## src/rtl/light_pkg.sv

```systemverilog
// Shared types and constants for the RGB light sequencer.
package light_pkg;

   typedef enum logic [1:0] {
      OFF  = 2'd0,
      RUN  = 2'd1,
      HOLD = 2'd2
   } light_state_t;

   localparam logic [2:0] STEP_R    = 3'd0;
   localparam logic [2:0] STEP_RG   = 3'd1;
   localparam logic [2:0] STEP_G    = 3'd2;
   localparam logic [2:0] STEP_GB   = 3'd3;
   localparam logic [2:0] STEP_B    = 3'd4;
   localparam logic [2:0] STEP_RB   = 3'd5;
   localparam logic [2:0] STEP_LAST = 3'd5;

   localparam logic [3:0] LAMP_ON = 4'hF;

   // Lit-channel mask {r_on, g_on, b_on} for a step; illegal steps are dark.
   function automatic logic [2:0] step_mask(input logic [2:0] s);
      logic [2:0] m;
      case (s)
         STEP_R:  m = 3'b100;
         STEP_RG: m = 3'b110;
         STEP_G:  m = 3'b010;
         STEP_GB: m = 3'b011;
         STEP_B:  m = 3'b001;
         STEP_RB: m = 3'b101;
         default: m = 3'b000;
      endcase
      return m;
   endfunction

endpackage

```

## src/rtl/light_sequencer_dwell_timer.sv

```systemverilog
// Dwell down-counter: load takes priority, en decrements until zero.
module dwell_timer #(
   parameter int DWELL_W = 8
) (
   input  logic               clock,
   input  logic               reset,
   input  logic               load,
   input  logic               en,
   input  logic [DWELL_W-1:0] value,
   output logic [DWELL_W-1:0] count,
   output logic               expired
);

   assign expired = (count == '0);

   // Counter register: holds at zero rather than wrapping.
   always_ff @(posedge clock) begin
      if (reset) begin
         count <= '0;
      end else if (load) begin
         count <= value;
      end else if (en && !expired) begin
         count <= count - 1'b1;
      end
   end

endmodule

```

## src/rtl/light_sequencer.sv

```systemverilog
// RGB lamp sequencer: R, RG, G, GB, B, RB, each held for dwell+1 clocks.
// Optional build macro LIGHT_SEQ_DIM_EN adds a 4-bit level input that
// replaces the fixed full-on lamp level.
//
// state | meaning
// OFF   | lamp dark, step 0, waiting for start
// RUN   | counting down the dwell, advancing steps on expiry
// HOLD  | paused, timer/step/colours frozen
module light_sequencer
   import light_pkg::*;
#(
   parameter int DWELL_W = 8
) (
   input  logic               clock,
   input  logic               reset,
   input  logic               start,
   input  logic               stop,
   input  logic               pause,
   input  logic [DWELL_W-1:0] dwell,
`ifdef LIGHT_SEQ_DIM_EN
   input  logic [3:0]         level,
`endif
   output logic [3:0]         r,
   output logic [3:0]         g,
   output logic [3:0]         b,
   output logic [2:0]         step,
   output logic               running,
   output logic               wrap
);

   light_state_t       state_q, state_d;
   logic [2:0]         step_q, step_d;
   logic               wrap_d;
   logic               tmr_load, tmr_en, tmr_expired;
   logic [DWELL_W-1:0] tmr_value, tmr_count;
   logic [3:0]         on_level;
   logic [2:0]         mask_d;
   logic               lit_d;

`ifdef LIGHT_SEQ_DIM_EN
   assign on_level = level;
`else
   assign on_level = LAMP_ON;
`endif

   dwell_timer #(.DWELL_W(DWELL_W)) u_timer (
      .clock   (clock),
      .reset   (reset),
      .load    (tmr_load),
      .en      (tmr_en),
      .value   (tmr_value),
      .count   (tmr_count),
      .expired (tmr_expired)
   );

   // State and step registers.
   always_ff @(posedge clock) begin
      if (reset) begin
         state_q <= OFF;
         step_q  <= STEP_R;
      end else begin
         state_q <= state_d;
         step_q  <= step_d;
      end
   end

   // Next-state, step advance and timer control.
   always_comb begin
      state_d   = state_q;
      step_d    = step_q;
      wrap_d    = 1'b0;
      tmr_load  = 1'b0;
      tmr_en    = 1'b0;
      tmr_value = dwell;
      case (state_q)
         OFF: begin
            step_d = STEP_R;
            if (start && !stop) begin
               state_d  = RUN;
               tmr_load = 1'b1;
            end else begin
               // keep the idle timer parked at zero
               tmr_load  = (tmr_count != '0);
               tmr_value = '0;
            end
         end
         RUN: begin
            if (stop) begin
               state_d   = OFF;
               step_d    = STEP_R;
               tmr_load  = 1'b1;
               tmr_value = '0;
            end else if (pause) begin
               state_d = HOLD;
            end else if (tmr_expired) begin
               tmr_load = 1'b1;
               if (step_q == STEP_LAST) begin
                  step_d = STEP_R;
                  wrap_d = 1'b1;
               end else begin
                  step_d = step_q + 3'd1;
               end
            end else begin
               tmr_en = 1'b1;
            end
         end
         HOLD: begin
            if (stop) begin
               state_d   = OFF;
               step_d    = STEP_R;
               tmr_load  = 1'b1;
               tmr_value = '0;
            end else if (!pause) begin
               state_d = RUN;
            end
         end
         default: begin
            state_d   = OFF;
            step_d    = STEP_R;
            tmr_load  = 1'b1;
            tmr_value = '0;
         end
      endcase
      // an out-of-range step can only come from upset; fall back to idle
      if (step_q > STEP_LAST) begin
         state_d   = OFF;
         step_d    = STEP_R;
         wrap_d    = 1'b0;
         tmr_load  = 1'b1;
         tmr_en    = 1'b0;
         tmr_value = '0;
      end
   end

   assign mask_d = step_mask(step_d);
   assign lit_d  = (state_d != OFF);

   // Registered lamp drive and status outputs.
   always_ff @(posedge clock) begin
      if (reset) begin
         r       <= 4'h0;
         g       <= 4'h0;
         b       <= 4'h0;
         running <= 1'b0;
         wrap    <= 1'b0;
      end else begin
         r       <= (lit_d && mask_d[2]) ? on_level : 4'h0;
         g       <= (lit_d && mask_d[1]) ? on_level : 4'h0;
         b       <= (lit_d && mask_d[0]) ? on_level : 4'h0;
         running <= lit_d;
         wrap    <= wrap_d;
      end
   end

   assign step = step_q;

endmodule
```

## config.mk

```make
export PLATFORM = sky130hd
export DESIGN_NAME = light_sequencer
export DESIGN_NICKNAME = d
export VERILOG_FILES = /design/src/rtl/light_pkg.sv /design/src/rtl/light_sequencer_dwell_timer.sv /design/src/rtl/light_sequencer.sv
export SDC_FILE = /design/constraint.sdc
export NUM_CORES = 1
export LEC_CHECK = 0
export ABC_CLOCK_PERIOD_IN_PS = 2150
export CORE_ASPECT_RATIO = 0.6
export CORE_MARGIN = 2
export CORE_UTILIZATION = 44
export DETAILED_ROUTE_END_ITERATION = 12
export GPL_ROUTABILITY_DRIVEN = 0
export MAX_ROUTING_LAYER = met4
export PLACE_DENSITY = 0.78
export SLEW_MARGIN = 20
export SYNTH_ARGS = -nofsm -noshare
export SYNTH_HDL_FRONTEND = slang
export SYNTH_SLANG_ARGS = --single-unit
export TNS_END_PERCENT = 1
```

## constraint.sdc

```tcl
create_clock -name clock -period 2.15 [get_ports clock]
set_input_delay 0.215 -clock clock [delete_from_list [all_inputs] [get_ports clock]]
set_output_delay 0.215 -clock clock [all_outputs]
set_load 0.05 [all_outputs]
```

* After elaboration in Yosys (flattened, before gate mapping)
Index checks and enable logic that the tools add are counted.
** Word-level totals
- Output and inout port bits :: 17
- Input port bits :: 13
- Word-level logic and storage cells :: 73
- Register bits after elaboration :: 27
** Cells by class
- Reductions and logical operators :: 15
- Multiplexer cells :: 37
- Bitwise operators :: 2
- $lt $le $gt $ge :: 1
- Equal/unequal tests :: 8
- Add/sub/neg operators :: 2
** Operator list (number)
- 2-to-1 mux 8 bit :: 5
- 2-to-1 mux 3 bit :: 6
- one-hot mux 3 bit (6 select lines) :: 1
- one-hot mux 8 bit (2 select lines) :: 1
- 2-to-1 mux 1 bit :: 12
- 2-to-1 mux 2 bit :: 6
- 2-to-1 mux 4 bit :: 3
- equality test 3 bit (second input constant) :: 3
- logical NOT 8 bit :: 1
- nonzero test 8 bit :: 1
- subtractor 8 x 1 -> 8 bit (second input constant) :: 1
- equality test 3 x 2 -> 1 bit (second input constant) :: 2
- one-hot mux 2 bit (3 select lines) :: 1
- one-hot mux 3 bit (2 select lines) :: 1
- OR reduction 6 bit :: 1
- logical AND 1 bit :: 5
- nonzero test 2 bit :: 2
- adder 3 x 1 -> 3 bit (second input constant) :: 1
- equality test 3 x 1 -> 1 bit (second input constant) :: 1
- > comparator 3 bit (second input constant) :: 1
- logical NOT 3 bit :: 1
- one-hot mux 1 bit (3 select lines) :: 1
- equality test 2 x 1 -> 1 bit (second input constant) :: 1
- equality test 2 bit (second input constant) :: 1
- other kinds (4) :: 6

* Logic depth before layout (Yosys ltp)
Gate-level depths: netlist of run 1.
- Depth after elaboration :: 11
- Gate-level depth with buffers :: 8
- Depth with buffers taken out :: 7

* By module
From an unflattened synthesis of run 1, not the netlist that was laid out.
** Unflattened totals
- Cell total of the unflattened synthesis :: 163
- Area, all modules :: 1372.6 um2
** By module, submodules not included
- light_sequencer :: sequential area each 200.2 um2, cells an instance 104, times used 1, area an instance 857.1 um2
- dwell_timer :: sequential area each 160.2 um2, cells an instance 59, times used 1, area an instance 515.5 um2

* Worst setup path after synthesis of run 1
OpenSTA, ideal clock, no wires.
- Kind :: register -> register
- Start :: reg u_timer.count[0]
- End :: reg u_timer.count[6]
- Library setup time :: 0.063 ns
- Data required time :: 2.087 ns
- Arrival :: 2.059 ns
- Period minus slack after synthesis :: 2.122 ns
- Cell stages (with the launch flop) :: 8
- Setup slack :: 0.028 ns
- Buffers on the path :: 0
- Cell sequence :: dfxtp_1 inv_1 ha_1 or3b_2 or2_4 a211o_4 mux2_4 nor2_2
** Between the ends
- Word-level cells in the longest chain between the ends :: 8
- Elaborated cells on any way between the ends :: 19
- Those cells by class :: add/sub: 1; mux: 13; reduce/logical: 5
** RTL lines
- start: declaration :: RTL line light_sequencer_dwell_timer.sv:10 : output logic [DWELL_W-1:0] count,
- start signal: assignment :: RTL line light_sequencer_dwell_timer.sv:21 : count <= value;
- start signal: assignment :: RTL line light_sequencer_dwell_timer.sv:23 : count <= count - 1'b1;
- logical NOT 8 bit :: RTL line light_sequencer_dwell_timer.sv:14 : assign expired = (count == '0);
- 2-to-1 mux 1 bit :: RTL line light_sequencer.sv:95 : end else if (tmr_expired) begin
- 2-to-1 mux 1 bit :: RTL line light_sequencer.sv:93 : end else if (pause) begin
- 2-to-1 mux 1 bit :: RTL line light_sequencer.sv:88 : if (stop) begin
- 2-to-1 mux 1 bit :: RTL line light_sequencer.sv:75 : case (state_q)
- 2-to-1 mux 1 bit :: RTL line light_sequencer.sv:125 : if (step_q > STEP_LAST) begin
- logical AND 1 bit :: RTL line light_sequencer_dwell_timer.sv:22 : end else if (en && !expired) begin
- nonzero test 2 bit (no line)
Parallel ways exist; a longest one is shown, timed or not. The select of a mux whose other input is x is not followed.
A chain may end at the register's enable or synchronous reset.

* Final worst setup path of run 1
- Start :: reg state_q[1]
- End :: reg u_timer.count[6]
** Between the ends
- Word-level cells in the longest chain between the ends :: 5
- Elaborated cells on any way between the ends :: 13
- Those cells by class :: eq/ne: 2; mux: 7; reduce/logical: 4
** RTL lines
- start: declaration :: RTL line light_sequencer.sv:31 : light_state_t state_q, state_d;
- start signal: assignment :: RTL line light_sequencer.sv:62 : state_q <= state_d;
- equality test 2 bit or equality test 2 x 1 -> 1 bit (tied branches) :: RTL line light_sequencer.sv:75
- OR reduction 2 bit (no line) or 2-to-1 mux 1 bit (tied branches)
- one-hot mux 8 bit (2 select lines) or 2-to-1 mux 1 bit (tied branches) :: RTL line light_sequencer.sv:75, light_sequencer.sv:125
- 2-to-1 mux 8 bit or logical AND 1 bit (tied branches) :: RTL line light_sequencer.sv:125, light_sequencer_dwell_timer.sv:22
- 2-to-1 mux 8 bit or nonzero test 2 bit (tied branches)
Parallel ways exist; a longest one is shown, timed or not.

==> flow_summary.json, run 1 <==
{
  "yosysSeqAreaShare": 0.301,
  "ioPinCount": 30,
  "hpwl_um": 2480,
  "fin_setup_tns_ps": 0,
  "dr_total_vias": 1221,
  "synthDistinctLibCells": 44,
  "remaining_drc_errors": 0,
  "n_fill_cell": 211,
  "fin_crit_sh": 0.966,
  "fmax_ghz": 0.481,
  "synth_warnings": 0,
  "crit_chain": "inv_1, ha_1, buf_4, o21ai_0, o211ai_1, a211o_4, mux2_4, nor2_2",
  "grt_max_degree": 14,
  "drv_slew": 0,
  "cap_violations": 0,
  "powerDensity_mw_per_mm2": 696,
  "htree_levels": 1,
  "area_growth_pct": 37.5,
  "syn_avg_cell_area_um2": 8.26,
  "wl_um": 3270,
  "cts_buffer_depth": 2,
  "post-place-cells": 209,
  "fin_util": 0.648,
  "drt_iter0_drc": 102,
  "p_leak_uw": 0.000618,
  "hold_viol_final": 0,
  "postCtsHoldBufs": 0,
  "cp_top_family": "compound AO/OA/AOI/OAI gates",
  "multiInputGateArea_um2": 748,
  "status": "finished clean",
  "dieArea_mm2": 0.00317,
  "critPathLaunch": "state_q[1]",
  "worstHoldStart": "dwell[0]",
  "syn_inst": 145,
  "antenna_found_initial": 0,
  "regArea_um2": 363,
  "synth_top_cells_by_area": "dfxtp_1 30%, a21oi_1 6.3%, ha_1 6.3%",
  "grt_usage": 0.221,
  "fin_crit_ps": 2080,
  "max_stage_delay_ps": 400,
  "netlist.area_leader.share": 0.301,
  "final_cell_count_no_fill": 214,
  "root_buffer": "clkbuf_8",
  "start_util": 0.471,
  "wl_per_cell_um": 15.3,
  "diodes": 0,
  "setup_violations": 0,
  "grt_setup_unrepaired": "true",
  "reg2reg_from": "state_q[1]",
  "drive_gt1_frac": 0.203,
  "grt_pass1_vias": 1111,
  "fin_area_mm2": 0.00165,
  "cts_buffers": 3,
  "first_pass_iters": 4,
  "design.core.area_mm2": 0.00254,
  "crit_required_ps": 2350,
  "num_rows": 14,
  "syn_area_mm2": 0.00120,
  "synthArstFlopShare": 0,
  "hp-class": "input pin to register",
  "critPathKind": "register to register",
  "crit_arrival_ps": 2270,
  "ant_nets": 0,
  "clkLatencyLatePin_ps": 250,
  "synth_edf_count": 0,
  "cts_tree": "done",
  "ys_seq_elements": 18,
  "fin_worst_skew_ps": 1.02,
  "layout_commonest_cell": "clkdlybuf4s50_1",
  "clk_pin_slew_ps": 70,
  "gr-total-overflow": 0,
  "syn_nets": 164,
  "drt-vias-per-instance": 5.71,
  "fin_nets": 202,
  "startpoint_type": "register",
  "synth_flop_cell": "dfxtp_1",
  "die_y_um": 44.4,
  "critPathMaxFanout": 7,
  "final_cell_mix": "29 x clkdlybuf4s50_1, 16 x dfxtp_1, 16 x buf_4",
  "die_w_um": 71.3,
  "peakVddDrop_mv": 0.401,
  "slew_headroom": 0.644,
  "end_kind": "register",
  "placed_cell_area_mm2": 0.00156,
  "cts_sinks": 18,
  "synth_top_area_cell": "dfxtp_1",
  "tightest_slew_ps": 533,
  "path_buf_inv": 2,
  "slowest_stage": "a211o_4",
  "portBuffers": 29,
  "grt_pass1_wl_um": 5240
}
[kinds of logic after synthesis]
family | synth area share
buffers and inverters | 0.0909
multiplexers | 0.0209
flip-flops | 0.301
XOR/XNOR | 0.0293
AO/OA/AOI/OAI | 0.215
adder cells (fa/ha/maj) | 0.0627
AND/OR/NAND/NOR | 0.280
[metal layers]
layer | part of all wire | up-vias | GRT usage
li1 | - | 590 | -
met1 | 0.48 | 585 | 0.313
met2 | 0.45 | 42 | 0.331
met3 | 0.066 | 4 | 0.0410
met4 | 0.0089 | 0 | 0.0453
met5 | 0 | - | -
[report_power, final]
group          switching (uW)  leakage (uW)  total, uW  internal (uW)
sequential               23.7      0.000147        382            358
clock                     114     0.0000288        277            163
combinational             251      0.000442        487            236
[final timing paths]
kind                                         end  slack [ps]  cells past startpoint
worst min-delay path            u_timer.count[0]         510                      3
worst max-delay path            u_timer.count[6]          70                      8
worst min register to register        state_q[1]         590                      2
worst max register to register  u_timer.count[6]          70                      8
[synth_stat cells (all sizes together) (3+ instances only)]
cell type and n:
nor3b 5, inv 8, ha 6, dfxtp 18
nand4b 3, clkbuf 3, xnor2 3, a211oi 4
nand2 11, nor4 3, a21oi 15, nor2 10
nand3 6, o211ai 4, nor2b 4, nand2b 3
nor3 4, buf 9
[sequential cells by signal (all words and copies together), names as in the netlist]
signal / cells
b: 1
g: 1
r: 1
running: 1
state_q: 2
step: 3
u_timer.count: 8
wrap: 1
[worst min-delay path, cell delays in order]
cell,delay (ps)
clkdlybuf4s50_1,390
nand3_1,60
a21oi_1,50
[per-stage QoR]
| step | hold slack [ps] | setup slack [ps] | total power [uW] |
|---|---|---|---|
| after floorplan | 287 | 28.5 | 678 |
| after global placement | 557 | 70.4 | 829 |
| after detailed placement | 569 | 5.94 | 841 |
| after CTS | 516 | 20.5 | 1120 |
| after global routing | 548 | -7.33 | 1210 |
| final | 512 | 72.8 | 1150 |
[area by class of cell]
type	instances	share of cell area
Tap cell	32	0.0243
Sequential cell	18	0.220
Timing Repair Buffer	45	0.249
Multi-Input combinational cell	107	0.454
Clock buffer	4	0.0334
Inverter	8	0.0182
[timing repair]
item	CTS	global route
endpoints found under the hold margin	0	0
resized for setup	1	8
cloned	0	0
setup buffers	0	1
pin swaps	0	1
setup endpoints to repair	1	5
Note: power is estimated with default switching activity, not from simulation.
==> run 2, diff against run 1 <==
--- a/config.mk
+++ b/config.mk
@@ -8,12 +8,12 @@
 export ABC_CLOCK_PERIOD_IN_PS = 2150
 export CORE_ASPECT_RATIO = 0.6
 export CORE_MARGIN = 2
-export CORE_UTILIZATION = 44
+export CORE_UTILIZATION = 46
+export CTS_BUF_LIST = sky130_fd_sc_hd__clkbuf_8
 export DETAILED_ROUTE_END_ITERATION = 12
 export GPL_ROUTABILITY_DRIVEN = 0
 export MAX_ROUTING_LAYER = met4
-export PLACE_DENSITY = 0.78
-export SLEW_MARGIN = 20
+export PLACE_DENSITY = 0.81
 export SYNTH_ARGS = -nofsm -noshare
 export SYNTH_HDL_FRONTEND = slang
 export SYNTH_SLANG_ARGS = --single-unit
==> flow_summary.json, run 2 (synthesis gave the netlist of run 1 again) <==
{
  "crit_arrival_ps": 2330,
  "critPathKind": "register to register",
  "pwr-share-clk": 0.251,
  "ioPinCount": 30,
  "gr-total-overflow": 0,
  "fin_worst_skew_ps": 5.31,
  "clk_pin_slew_ps": 80,
  "hp-class": "input pin to register",
  "postCtsHoldBufs": 0,
  "critPathLaunch": "u_timer.count[0]",
  "antenna_found_initial": 0,
  "seq_power_share": 0.331,
  "p_leak_uw": 0.000616,
  "htree_levels": 1,
  "slew_headroom": 0.654,
  "start_util": 0.481,
  "cap_violations": 0,
  "die_w_um": 69.9,
  "placed_cell_area_mm2": 0.00154,
  "drv_slew": 0,
  "wl_um": 3300,
  "grt_pass1_vias": 1135,
  "portBuffers": 29,
  "clkLatencyLatePin_ps": 260,
  "setup_violations": 0,
  "dr_total_vias": 1241,
  "largest_register_ffs": 8,
  "final_cell_mix": "29 x clkdlybuf4s50_1, 16 x dfxtp_1, 15 x a21oi_1, 15 x buf_4, 11 x nand2_1",
  "grt_usage": 0.235,
  "first_pass_iters": 4,
  "area_growth_pct": 36.7,
  "comb_power_share": 0.419,
  "drt-vias-per-instance": 5.83,
  "die_y_um": 43.5,
  "cts_sinks": 18,
  "startpoint_type": "register",
  "r2r_slack_ps": 20,
  "fin_crit_sh": 0.990,
  "diodes": 0,
  "crit_required_ps": 2350,
  "wl_per_cell_um": 15.5,
  "cts_buffers": 3,
  "peakVddDrop_mv": 0.361,
  "grt_setup_unrepaired": "true",
  "reg2reg_from": "u_timer.count[0]",
  "p_switching_uw": 401,
  "max_flop_register": "u_timer.count",
  "r2r-end": "u_timer.count[6]",
  "cts_tree": "done",
  "hpwl_um": 2470,
  "cts_buffer_depth": 2,
  "fin_area_mm2": 0.00164,
  "powerDensity_mw_per_mm2": 710,
  "grt_pass1_wl_um": 5370,
  "status": "finished clean",
  "dieArea_mm2": 0.00304,
  "hold_viol_final": 0,
  "design.core.area_mm2": 0.00249,
  "min_path_cells": 3,
  "ant_nets": 0,
  "critPathMaxFanout": 6,
  "end_kind": "register",
  "tightest_slew_ps": 517,
  "layout_commonest_cell": "clkdlybuf4s50_1",
  "remaining_drc_errors": 0,
  "fmax_ghz": 0.470,
  "p_int_uw": 760,
  "p_sw_frac": 0.345,
  "drive_gt1_frac": 0.193,
  "crit_end": "u_timer.count[6]",
  "worstRegToRegCells": 7,
  "drt_iter0_drc": 88,
  "grt_max_degree": 14,
  "power_uw": 1160,
  "fin_nets": 201,
  "fin_crit_ps": 2130,
  "num_rows": 14,
  "root_buffer": "clkbuf_8"
}
-- run 2: how the worst min path moves through the flow --
stage	start	endpoint	slack [ps]
floorplan	reset	step[0]	290
global placement	state_q[1]	state_q[1]	560
detailed placement	step[2]	wrap	580
CTS	dwell[0]	u_timer.count[0]	510
global route	dwell[5]	u_timer.count[5]	540
finish	dwell[0]	u_timer.count[0]	500
-- run 2: area by class of cell --
type                    count  area, um^2
clock buffers               4        55.1
fillers                   207         851
flip-flops and latches     18         363
well taps                  32        40.0
repair buffers             44         403
multi-input cells         107         746
inverters                   8        30.0
-- run 2: repair_timing --
item	4_1_cts	5_1_grt
setup endpoints to repair	3	6
buffers inserted	0	3
resized for setup	4	4
pin swaps	0	4
-- run 2: critical path, cell delays in order, from the launching register on --
cell and delay (ps):
dfxtp_2 340, inv_2 90, ha_1 180, or3b_2 470
or2_4 250, a211o_4 360, mux2_4 310, nor2_2 80
-- run 2: layer usage --
| metal | GRT usage | vias to the layer above | part of all wire |
|---|---|---|---|
| met5 | - | - | 0 |
| met4 | 0.0923 | 0 | 0.023 |
| met1 | 0.305 | 573 | 0.45 |
| li1 | - | 589 | - |
| met2 | 0.362 | 68 | 0.44 |
| met3 | 0.0535 | 11 | 0.087 |
-- run 2: power by group through the flow --
stage | Sequential, uW | Clock (uW) | Combinational, uW
CTS | 382 | 297 | 452
detailed placement | 389 | 0 | 445
floorplan | 401 | 0 | 277
finish | 384 | 291 | 486
global placement | 386 | 0 | 434
global route | 388 | 307 | 519
-- run 2: per-stage QoR --
| step | setup TNS (ps) | util | setup slack (ps) | std cells | hold WS, ps |
|---|---|---|---|---|---|
| global route | -70.9 | 0.658 | -44.5 | 213 | 542 |
| CTS | -8.78 | 0.645 | -8.78 | 210 | 508 |
| global placement | 0 | 0.619 | 27.1 | 206 | 564 |
| detailed placement | -190 | 0.619 | -107 | 206 | 581 |
| finish | 0 | 0.658 | 20.6 | 213 | 502 |
| floorplan | 0 | - | 28.5 | 145 | 287 |
